===== src/rtl/uart_pkg.sv =====
// Constants shared by the UART transmit and receive paths: ASCII codes,
// FSM state encodings and the clock-divider computation.
package uart_pkg;

    localparam logic [7:0] ASCII_CR = 8'h0D;
    localparam logic [7:0] ASCII_LF = 8'h0A;
    localparam logic [7:0] ASCII_0  = 8'h30;
    localparam logic [7:0] ASCII_A  = 8'h41;

    localparam logic [1:0] ST_IDLE  = 2'd0;
    localparam logic [1:0] ST_START = 2'd1;
    localparam logic [1:0] ST_DATA  = 2'd2;
    localparam logic [1:0] ST_STOP  = 2'd3;

    function automatic int calc_div(input int clk_hz, input int baud);
        return clk_hz / baud;
    endfunction

endpackage


===== src/rtl/uart_baud_tick.sv =====
// Bit-period timer: pulses tick_o for one clock every DIV enabled clocks.
// restart_i realigns the period so the first bit starts exactly on accept.
module uart_baud_tick #(
    parameter int DIV = 434
) (
    input  logic clk,
    input  logic rst_n,
    input  logic en_i,
    input  logic restart_i,
    output logic tick_o
);

    localparam int              CW   = (DIV > 1) ? $clog2(DIV) : 1;
    localparam logic [CW-1:0]   LAST = CW'(DIV - 1);

    logic [CW-1:0] cnt_q, cnt_d;

    assign tick_o = en_i && (cnt_q == LAST);

    always_comb begin
        cnt_d = cnt_q;
        if (restart_i || tick_o) begin
            cnt_d = '0;
        end else if (en_i) begin
            cnt_d = cnt_q + CW'(1);
        end
    end

    always_ff @(posedge clk or negedge rst_n) begin
        if (!rst_n) begin
            cnt_q <= '0;
        end else begin
            cnt_q <= cnt_d;
        end
    end

endmodule


===== src/rtl/uart_hex_tx.sv =====
// Serialises one accepted byte as two upper-case hex ASCII characters
// (optionally followed by CR LF) on an 8N1 UART line.
module uart_hex_tx
    import uart_pkg::*;
#(
    parameter int CLK_HZ    = 50000000,
    parameter int BAUD      = 115200,
    parameter int SEND_CRLF = 1
) (
    input  logic       clk,
    input  logic       rst_n,
    input  logic [7:0] din,
    input  logic       din_valid,
    output logic       din_ready,
    output logic       txd,
    output logic       busy
);

    localparam int         DIV       = calc_div(CLK_HZ, BAUD);
    localparam logic [1:0] LAST_CHAR = (SEND_CRLF != 0) ? 2'd3 : 2'd1;

    function automatic logic [7:0] hex_ascii(input logic [3:0] nib);
        if (nib < 4'd10) begin
            return ASCII_0 + {4'd0, nib};
        end
        return ASCII_A + {4'd0, nib} - 8'd10;
    endfunction

    logic [1:0] state_q, state_d;
    logic [1:0] char_q,  char_d;
    logic [2:0] bit_q,   bit_d;
    logic       txd_q,   txd_d;
    logic [7:0] byte_q,  byte_d;
    logic [7:0] cur_char;
    logic       accept;
    logic       tick;

    assign din_ready = (state_q == ST_IDLE);
    assign busy      = (state_q != ST_IDLE);
    assign accept    = din_valid && din_ready;
    assign txd       = txd_q;

    uart_baud_tick #(
        .DIV (DIV)
    ) u_baud (
        .clk       (clk),
        .rst_n     (rst_n),
        .en_i      (busy),
        .restart_i (accept),
        .tick_o    (tick)
    );

    always_comb begin
        case (char_q)
            2'd0:    cur_char = hex_ascii(byte_q[7:4]);
            2'd1:    cur_char = hex_ascii(byte_q[3:0]);
            2'd2:    cur_char = ASCII_CR;
            default: cur_char = ASCII_LF;
        endcase
    end

    // txd_d is the level the line holds for the whole of the next bit period.
    always_comb begin
        state_d = state_q;
        char_d  = char_q;
        bit_d   = bit_q;
        txd_d   = txd_q;
        byte_d  = byte_q;
        case (state_q)
            ST_IDLE: begin
                if (accept) begin
                    byte_d  = din;
                    char_d  = 2'd0;
                    state_d = ST_START;
                    txd_d   = 1'b0;
                end
            end
            ST_START: begin
                if (tick) begin
                    state_d = ST_DATA;
                    bit_d   = 3'd0;
                    txd_d   = cur_char[0];
                end
            end
            ST_DATA: begin
                if (tick) begin
                    if (bit_q == 3'd7) begin
                        state_d = ST_STOP;
                        txd_d   = 1'b1;
                    end else begin
                        bit_d = bit_q + 3'd1;
                        txd_d = cur_char[bit_q + 3'd1];
                    end
                end
            end
            ST_STOP: begin
                if (tick) begin
                    if (char_q == LAST_CHAR) begin
                        state_d = ST_IDLE;
                        txd_d   = 1'b1;
                    end else begin
                        char_d  = char_q + 2'd1;
                        state_d = ST_START;
                        txd_d   = 1'b0;
                    end
                end
            end
            default: begin
                state_d = ST_IDLE;
                txd_d   = 1'b1;
            end
        endcase
    end

    always_ff @(posedge clk or negedge rst_n) begin
        if (!rst_n) begin
            state_q <= ST_IDLE;
            char_q  <= 2'd0;
            bit_q   <= 3'd0;
            txd_q   <= 1'b1;
        end else begin
            state_q <= state_d;
            char_q  <= char_d;
            bit_q   <= bit_d;
            txd_q   <= txd_d;
        end
    end

    // Payload only; its value is irrelevant until the next accept.
    always_ff @(posedge clk) begin
        byte_q <= byte_d;
    end

endmodule


===== config.mk =====
export PLATFORM = sky130hd
export DESIGN_NAME = uart_hex_tx
export DESIGN_NICKNAME = d
export VERILOG_FILES = /design/src/rtl/uart_pkg.sv /design/src/rtl/uart_baud_tick.sv /design/src/rtl/uart_hex_tx.sv
export SDC_FILE = /design/constraint.sdc
export NUM_CORES = 1
export LEC_CHECK = 0
export BUFFER_PORTS_ARGS = -buffer_cell sky130_fd_sc_hd__buf_2
export CAP_MARGIN = 40
export CORE_MARGIN = 2
export CORE_UTILIZATION = 50
export DETAILED_ROUTE_END_ITERATION = 6
export PLACE_DENSITY = 0.69
export SLEW_MARGIN = 15
export SYNTH_ARGS = -nofsm -noshare
export SYNTH_HDL_FRONTEND = slang
export SYNTH_SLANG_ARGS = --single-unit

===== constraint.sdc =====
create_clock -name clk -period 2.7 [get_ports clk]
set_clock_uncertainty 0.15 [all_clocks]
set_input_delay 0.27 -clock clk [delete_from_list [all_inputs] [get_ports clk]]
set_output_delay 0.27 -clock clk [all_outputs]
set_load 0.01 [all_outputs]

==> results.yml, run 1 <==
outcome:
  status: "finished clean"
finish:
  regArea_um2: 666.9
  final_nets: 213
  diodes: 0
  multi_input_area_um2: 905.9
  syn2layout_area_growth_pct: 13.50
  nFillCells: 278
  drive_above_1_share: 0.1658
critical_path:
  worstPathArrival_ns: 2.30
  crit_start: "state_q[0]"
  required_ns: 2.75
  reg2reg_from: "state_q[0]"
  cp-start-kind: "flop"
  crit_fanout: 9
  worstSetupPathType: "flop to flop"
  critPathCaptureType: "flop"
timing:
  totalNegativeSetupSlack_ns: 0
  whs_ns: 0.05403
  min_period_ns: 2.250
  min_period_over_period: 0.8332
  worstMarginPinSlew_ns: 0.4485
  finalSetupViolCount: 0
  maxSlewHeadroom: 0.6987
  hold_viol: 0
  clock.fmax_mhz: 444.5
  rsz0062_at_grt: "false"
  drv_slew: 0
clock_network:
  hold_buffers: 9
  clk_path_buf_depth: 2
  cts_sinks: 25
  tritoncts: "built"
  postCtsSetupRepairBufs: 0
  clock_latency_ns: 0.31
  htree_levels: 1
  numCtsBuffers: 3
  clk_pin_slew_ns: 0.13
  cts_resized: 0
  clockRootBuffer: "clkbuf_4"
floorplan:
  core_mm2: 0.003078
  die_x_um: 61.28
  rows: 20
  start_util: 0.5329
  io_pins: 14
  die_y_um: 61.28
  die_area_mm2: 0.003755
grt:
  antenna_found_initial: 0
  grt_max_degree: 18
  grt_overflow: 0
  grt_pass1_wl_mm: 5.257
  grt_util_all_layers: 0.1886
  grt_pass1_vias: 1221
run:
  maxCapViolCount: 0
logic_synthesis:
  synthCells: 164
  syn_avg_cell_area_um2: 10.00
  synth_flop_cell: "dfrtp_1"
  synth_edf_count: 8
  syn_area_mm2: 0.001640
  synth_seq_cells: 25
  syn-num-nets: 189
  async_flop_share: 0.6800
  yosysWarningCount: 0
  yosysUniqueCellTypes: 44
  yosysSeqAreaShare: 0.4066
drt:
  wl_per_cell_um: 13.79
  drtIter0Drc: 65
  ant_nets: 0
  drc: 0
  via_per_inst: 5.567
  routed_wl_mm: 3.186
  vias: 1286
  drtPass1Iterations: 4
min_path:
  min_path_type: "primary input to flop"
  min-delay-start: "din_valid"
power:
  ir_worst_vdd_mv: 0.3257
  p_leak_nw: 0.8190
  powerDensity_mw_per_mm2: 702.9
placement:
  hpwl_mm: 2.276
  routabilityCongestion: 0.8956
  io_buffer_count: 13
==> layout by cell type (no fill, tap or decap), drive strengths merged, types with 7 or more instances in the layout <==
cell type	Yosys	layout
nor2b	8	8
inv	12	12
ha	14	14
nand3	7	7
nand2	15	15
dlygate4sd3	0	9
nor2	13	13
edfxtp	8	8
dfrtp	16	16
buf	1	14
==> flip-flops by register name, indices dropped and copies added (netlist names) <==
name / count
u_baud.cnt_q: 9
byte_q: 8
bit_q: 3
char_q: 2
state_q: 2
txd: 1
==> worst paths after layout <==
check	end	slack, ns	cells past startpoint
worst max-delay path	state_q[0]	0.45	8
min in group asynchronous	bit_q[0]	0.25	2
worst min register to register	bit_q[1]	0.40	1
max in group asynchronous	txd	1.84	2
worst min-delay path	u_baud.cnt_q[1]	0.05	2
worst max register to register	state_q[0]	0.45	8
==> where the power goes <==
| part | leakage [nW] | internal, mW | switching [mW] |
|---|---|---|---|
| logic | 0.506 | 0.257 | 0.317 |
| clock network | 0.0150 | 0.0577 | 0.111 |
| registers | 0.298 | 0.474 | 0.0920 |
| total | 0.819 | 0.789 | 0.520 |
==> critical path, stage by stage (launching register included) <==
cell and delay [ns]:
dfrtp_1 0.45, inv_1 0.09, ha_1 0.32, nor3_2 0.27, nand2_1 0.13, o2bb2ai_2 0.14
a21o_2 0.23, o31ai_1 0.25, o31ai_1 0.11
==> logic make-up after synthesis <==
| kind of cell | Yosys count | share of synthesized area |
|---|---|---|
| compound gates | 37 | 0.1640 |
| xor+xnor | 10 | 0.05339 |
| fa+ha+maj | 14 | 0.1068 |
| buf+inv | 16 | 0.04119 |
| flops | 25 | 0.4066 |
| mux | 4 | 0.02670 |
| simple gates | 58 | 0.2014 |
==> synth_stat cells (all sizes together), types with 3 or more instances <==
cell type / n / share of area
dfrtp: 16 / 0.24
nand2: 15 / 0.034
ha: 14 / 0.11
nor2: 13 / 0.030
inv: 12 / 0.027
edfxtp: 8 / 0.15
nor2b: 8 / 0.031
nand3: 7 / 0.021
o21ai: 6 / 0.018
xnor2: 6 / 0.032
a22o: 5 / 0.027
a21oi: 4 / 0.012
a31oi: 4 / 0.015
xor2: 4 / 0.021
clkbuf: 3 / 0.0069
mux2: 3 / 0.021
nand4b: 3 / 0.025
nor3: 3 / 0.012
o22ai: 3 / 0.011
==> per-layer routing <==
metal	share of wire	global-route usage	routed length (um)	vias to the layer above
li1	-	-	-	634
met1	0.49	0.2599	1547	601
met2	0.46	0.3070	1451	46
met3	0.048	0.03571	153	5
met4	0.011	0.04658	34	0
met5	0	0	0	-
==> through the flow <==
step | area, um2 | worst slack, ns | instances | utilization | total power, mW
global route | 1862 | 0.3174 | 231 | 0.6049 | 1.409
CTS | 1862 | 0.4720 | 231 | 0.6049 | 1.307
detailed placement | 1745 | 0.4929 | 218 | 0.5671 | 1.128
floorplan | 1640 | 0.6899 | 164 | - | 0.9961
finish | 1862 | 0.4503 | 231 | 0.6049 | 1.309
global placement | 1745 | 0.6235 | 218 | 0.5671 | 1.091
==> final cells by class <==
| class | count | area share |
|---|---|---|
| multi-input cells | 123 | 0.4866 |
| flip-flops and latches | 25 | 0.3582 |
| repair buffers | 23 | 0.08737 |
| well taps | 44 | 0.02957 |
| inverters | 12 | 0.02419 |
| clock buffers | 4 | 0.01411 |
Note: power is estimated with default switching activity, not from simulation.
==> run 2, diff against run 1 <==
--- a/config.mk
+++ b/config.mk
@@ -5,12 +5,13 @@
 export SDC_FILE = /design/constraint.sdc
 export NUM_CORES = 1
 export LEC_CHECK = 0
+export ABC_AREA = 1
 export BUFFER_PORTS_ARGS = -buffer_cell sky130_fd_sc_hd__buf_2
 export CAP_MARGIN = 40
 export CORE_MARGIN = 2
 export CORE_UTILIZATION = 50
 export DETAILED_ROUTE_END_ITERATION = 6
-export PLACE_DENSITY = 0.69
+export PLACE_DENSITY = 0.71
 export SLEW_MARGIN = 15
 export SYNTH_ARGS = -nofsm -noshare
 export SYNTH_HDL_FRONTEND = slang
==> constraint.sdc (replaced) <==
create_clock -name clk -period 1.9 [get_ports clk]
set_clock_uncertainty 0.15 [all_clocks]
set_input_delay 0.19 -clock clk [delete_from_list [all_inputs] [get_ports clk]]
set_output_delay 0.19 -clock clk [all_outputs]
set_load 0.01 [all_outputs]
==> run 2 against run 1 <==
  * Flip-flop and latch count stayed put
  * Sequential share of layout area is 3.9 points lower
  * Wire length is 8.0% higher
  * Die area is 3.2% higher
  * Core utilization is 3.2 points higher
==> results.yml, run 2 <==
floorplan:
  die_x_um: 62.25
  rows: 21
  die_area_mm2: 0.003875
  io_pins: 14
  start_util: 0.5166
  die_y_um: 62.25
  core_mm2: 0.003284
min_path:
  min_path_type: "primary input to flop"
grt:
  grt_pass1_vias: 1378
  antenna_found_initial: 0
  grt_max_degree: 18
  grt_util_all_layers: 0.1898
  grt_pass1_wl_mm: 5.989
  grt_overflow: 0
drt:
  drtIter0Drc: 116
  via_per_inst: 5.000
  routed_wl_mm: 3.442
  drtPass1Iterations: 4
  ant_nets: 0
  vias: 1510
  drc: 0
  wl_per_cell_um: 11.40
run:
  maxCapViolCount: 0
logic_synthesis:
  yosysUniqueCellTypes: 33
  synth_top_area_cell: "dfrtp_1"
  synth_seq_cells: 25
  yosysSeqAreaShare: 0.3931
  async_flop_share: 0.6800
  yosysTopAreaCellShare: 0.2360
  synth_most_common_cell: "nand2_1"
  synth_flop_cell: "dfrtp_1"
  syn-num-nets: 241
  yosysWarningCount: 0
  ys_top_cells_by_area: "dfrtp_1, edfxtp_1, ha_1"
  synth_edf_count: 8
  ys_top_cells_by_count: "nand2_1, inv_1, nand3_1, a21oi_1, dfrtp_1"
  syn_area_mm2: 0.001697
  syn_avg_cell_area_um2: 7.855
  synthCells: 216
finish:
  top_register: "u_baud.cnt_q"
  reg_top3: "u_baud.cnt_q (9), byte_q (8), bit_q (3)"
  nFillCells: 288
  final_common_cell: "nand2_1"
  syn2layout_area_growth_pct: 23.30
  regArea_um2: 666.9
  multi_input_area_um2: 914.6
  diodes: 0
  final_cell_area_mm2: 0.002092
  fin_cells: 302
  final_cell_mix: "nand2_1, inv_1, nand3_1"
  largest_reg_flops: 9
  drive_above_1_share: 0.2500
  final_nets: 282
outcome:
  status: "finished clean"
critical_path:
  crit_fanout: 4
  cp_top_family: "compound AO/OA/AOI/OAI gates"
  worstPathArrival_ns: 1.91
  critPathBufInv: 2
  required_ns: 1.97
  cp_slowest_stage_delay_ns: 0.37
  critPathCaptureType: "flop"
  cp-start-kind: "flop"
  worstSetupPathType: "flop to flop"
  worstPathCellList: "inv_1 -> ha_4 -> nor2_2 -> nand4_1 -> nor2_2 -> inv_2 -> a21oi_4 -> o211ai_2 -> a21oi_1 -> a21oi_1"
  cp_slowest_cell: "dfrtp_1"
placement:
  routabilityCongestion: 0.8169
  place_inst: 279
  place_area_mm2: 0.001848
  post-place-ws_ns: -0.007838
  hpwl_mm: 2.413
  io_buffer_count: 13
timing:
  clock.fmax_mhz: 542.0
  min_period_ns: 1.845
  finalSetupViolCount: 0
  rsz0062_at_grt: "true"
  min_period_over_period: 0.9711
  hold_viol: 0
  drv_slew: 0
  worstMarginPinSlew_ns: 0.3954
  worst_slack_ns: 0.05497
  maxSlewHeadroom: 0.7364
power:
  powerDensity_mw_per_mm2: 396.5
  p_leak_nw: 1.003
  ir_worst_vdd_mv: 0.2870
clock_network:
  htree_levels: 1
  cts_sinks: 25
  clk_pin_slew_ns: 0.14
  clockRootBuffer: "clkbuf_4"
  clock_latency_ns: 0.31
  numCtsBuffers: 3
  tritoncts: "built"
  clk_path_buf_depth: 2
run 2: cell count changes in the layout (fill, tap and decap cells not counted), moves of 3 or more:
cell / change
buf_4: +15
mux2_2: -3
ha_1: -3
a31oi_1: -4
nand2_1: +29
a22o_1: -5
inv_2: +8
inv_1: +18
o21ai_1: +5
a21oi_1: +12
nor2b_1: -8
nand3_1: +15
xnor2_1: -6
nor2_2: +6
run 2: what timing repair did:
action,in CTS,in global routing
setup buffers,0,10
pin swaps,0,7
resized for setup,2,17
hold buffers,9,0
hold endpoints to repair,25,0
gates cloned,0,0
endpoints found under the setup margin,4,13
run 2: power by group:
group	total [mW]	leakage, nW	internal [mW]	switching, mW
Sequential	0.556	0.280	0.556	0
Combinational	0.0309	0.707	0.0191	0.0118
Clock	0.243	0.0150	0.0820	0.161
Total	0.829	1.00	0.657	0.173
run 2: metal layers:
metal / vias to the layer above / track usage / part of all wire
met5: - / 0 / 0
met2: 23 / 0.3071 / 0.48
met1: 703 / 0.2730 / 0.49
li1: 780 / - / -
met4: 0 / 0.05000 / 0.0073
met3: 4 / 0.02174 / 0.020
run 2: path summary, 6_finish.rpt:
check | start | to | slack [ns] | cells past startpoint
max | state_q[0] | char_q[0] | 0.05 | 10
min | din_valid | u_baud.cnt_q[1] | 0.05 | 4
max reg2reg | state_q[0] | char_q[0] | 0.05 | 10
min reg2reg | txd | txd | 0.33 | 2
max in group asynchronous | rst_n | txd | 1.13 | 2
min in group asynchronous | rst_n | bit_q[2] | 0.15 | 2
run 2: cell type report:
class                           count  share of cell area
Inverter                           39             0.07237
Tap cell                           46             0.02751
Timing Repair Buffer               38              0.1316
Clock buffer                        4             0.01256
Sequential cell                    25              0.3188
Multi-Input combinational cell    150              0.4372
run 2: stage by stage:
stage / power, mW / TNS (ns) / util / hold WS [ns]
6_report: 0.8294 / 0 / 0.6370 / 0.04768
5_1_grt: 0.8682 / -0.1845 / 0.6370 / 0.05770
4_1_cts: 0.8382 / 0 / 0.6008 / 0.03749
3_5_place_dp: 0.5839 / -0.007838 / 0.5627 / -0.01228
3_3_place_gp: 0.5833 / 0 / 0.5627 / -0.01326
2_1_floorplan: 0.5667 / 0 / - / -0.2556
run 2: cell families (layout without fill, tap and decap cells):
group / Yosys count / after routing / synth area share
and+or+nand+nor: 99 / 99 / 0.2706
AOI/OAI and AO/OA: 35 / 35 / 0.1239
buffers and inverters: 41 / 81 / 0.09882
xor gates and xnor gates: 2 / 2 / 0.01033
adders and majority gates: 14 / 14 / 0.1032
DFF: 25 / 25 / 0.3931
run 2: tightest hold or removal path: cells and delay by family:
family / cells / cell delay [ns]
and+or+nand+nor: 1 / 0.07
buffers and inverters: 2 / 0.16
AOI/OAI and AO/OA: 1 / 0.07
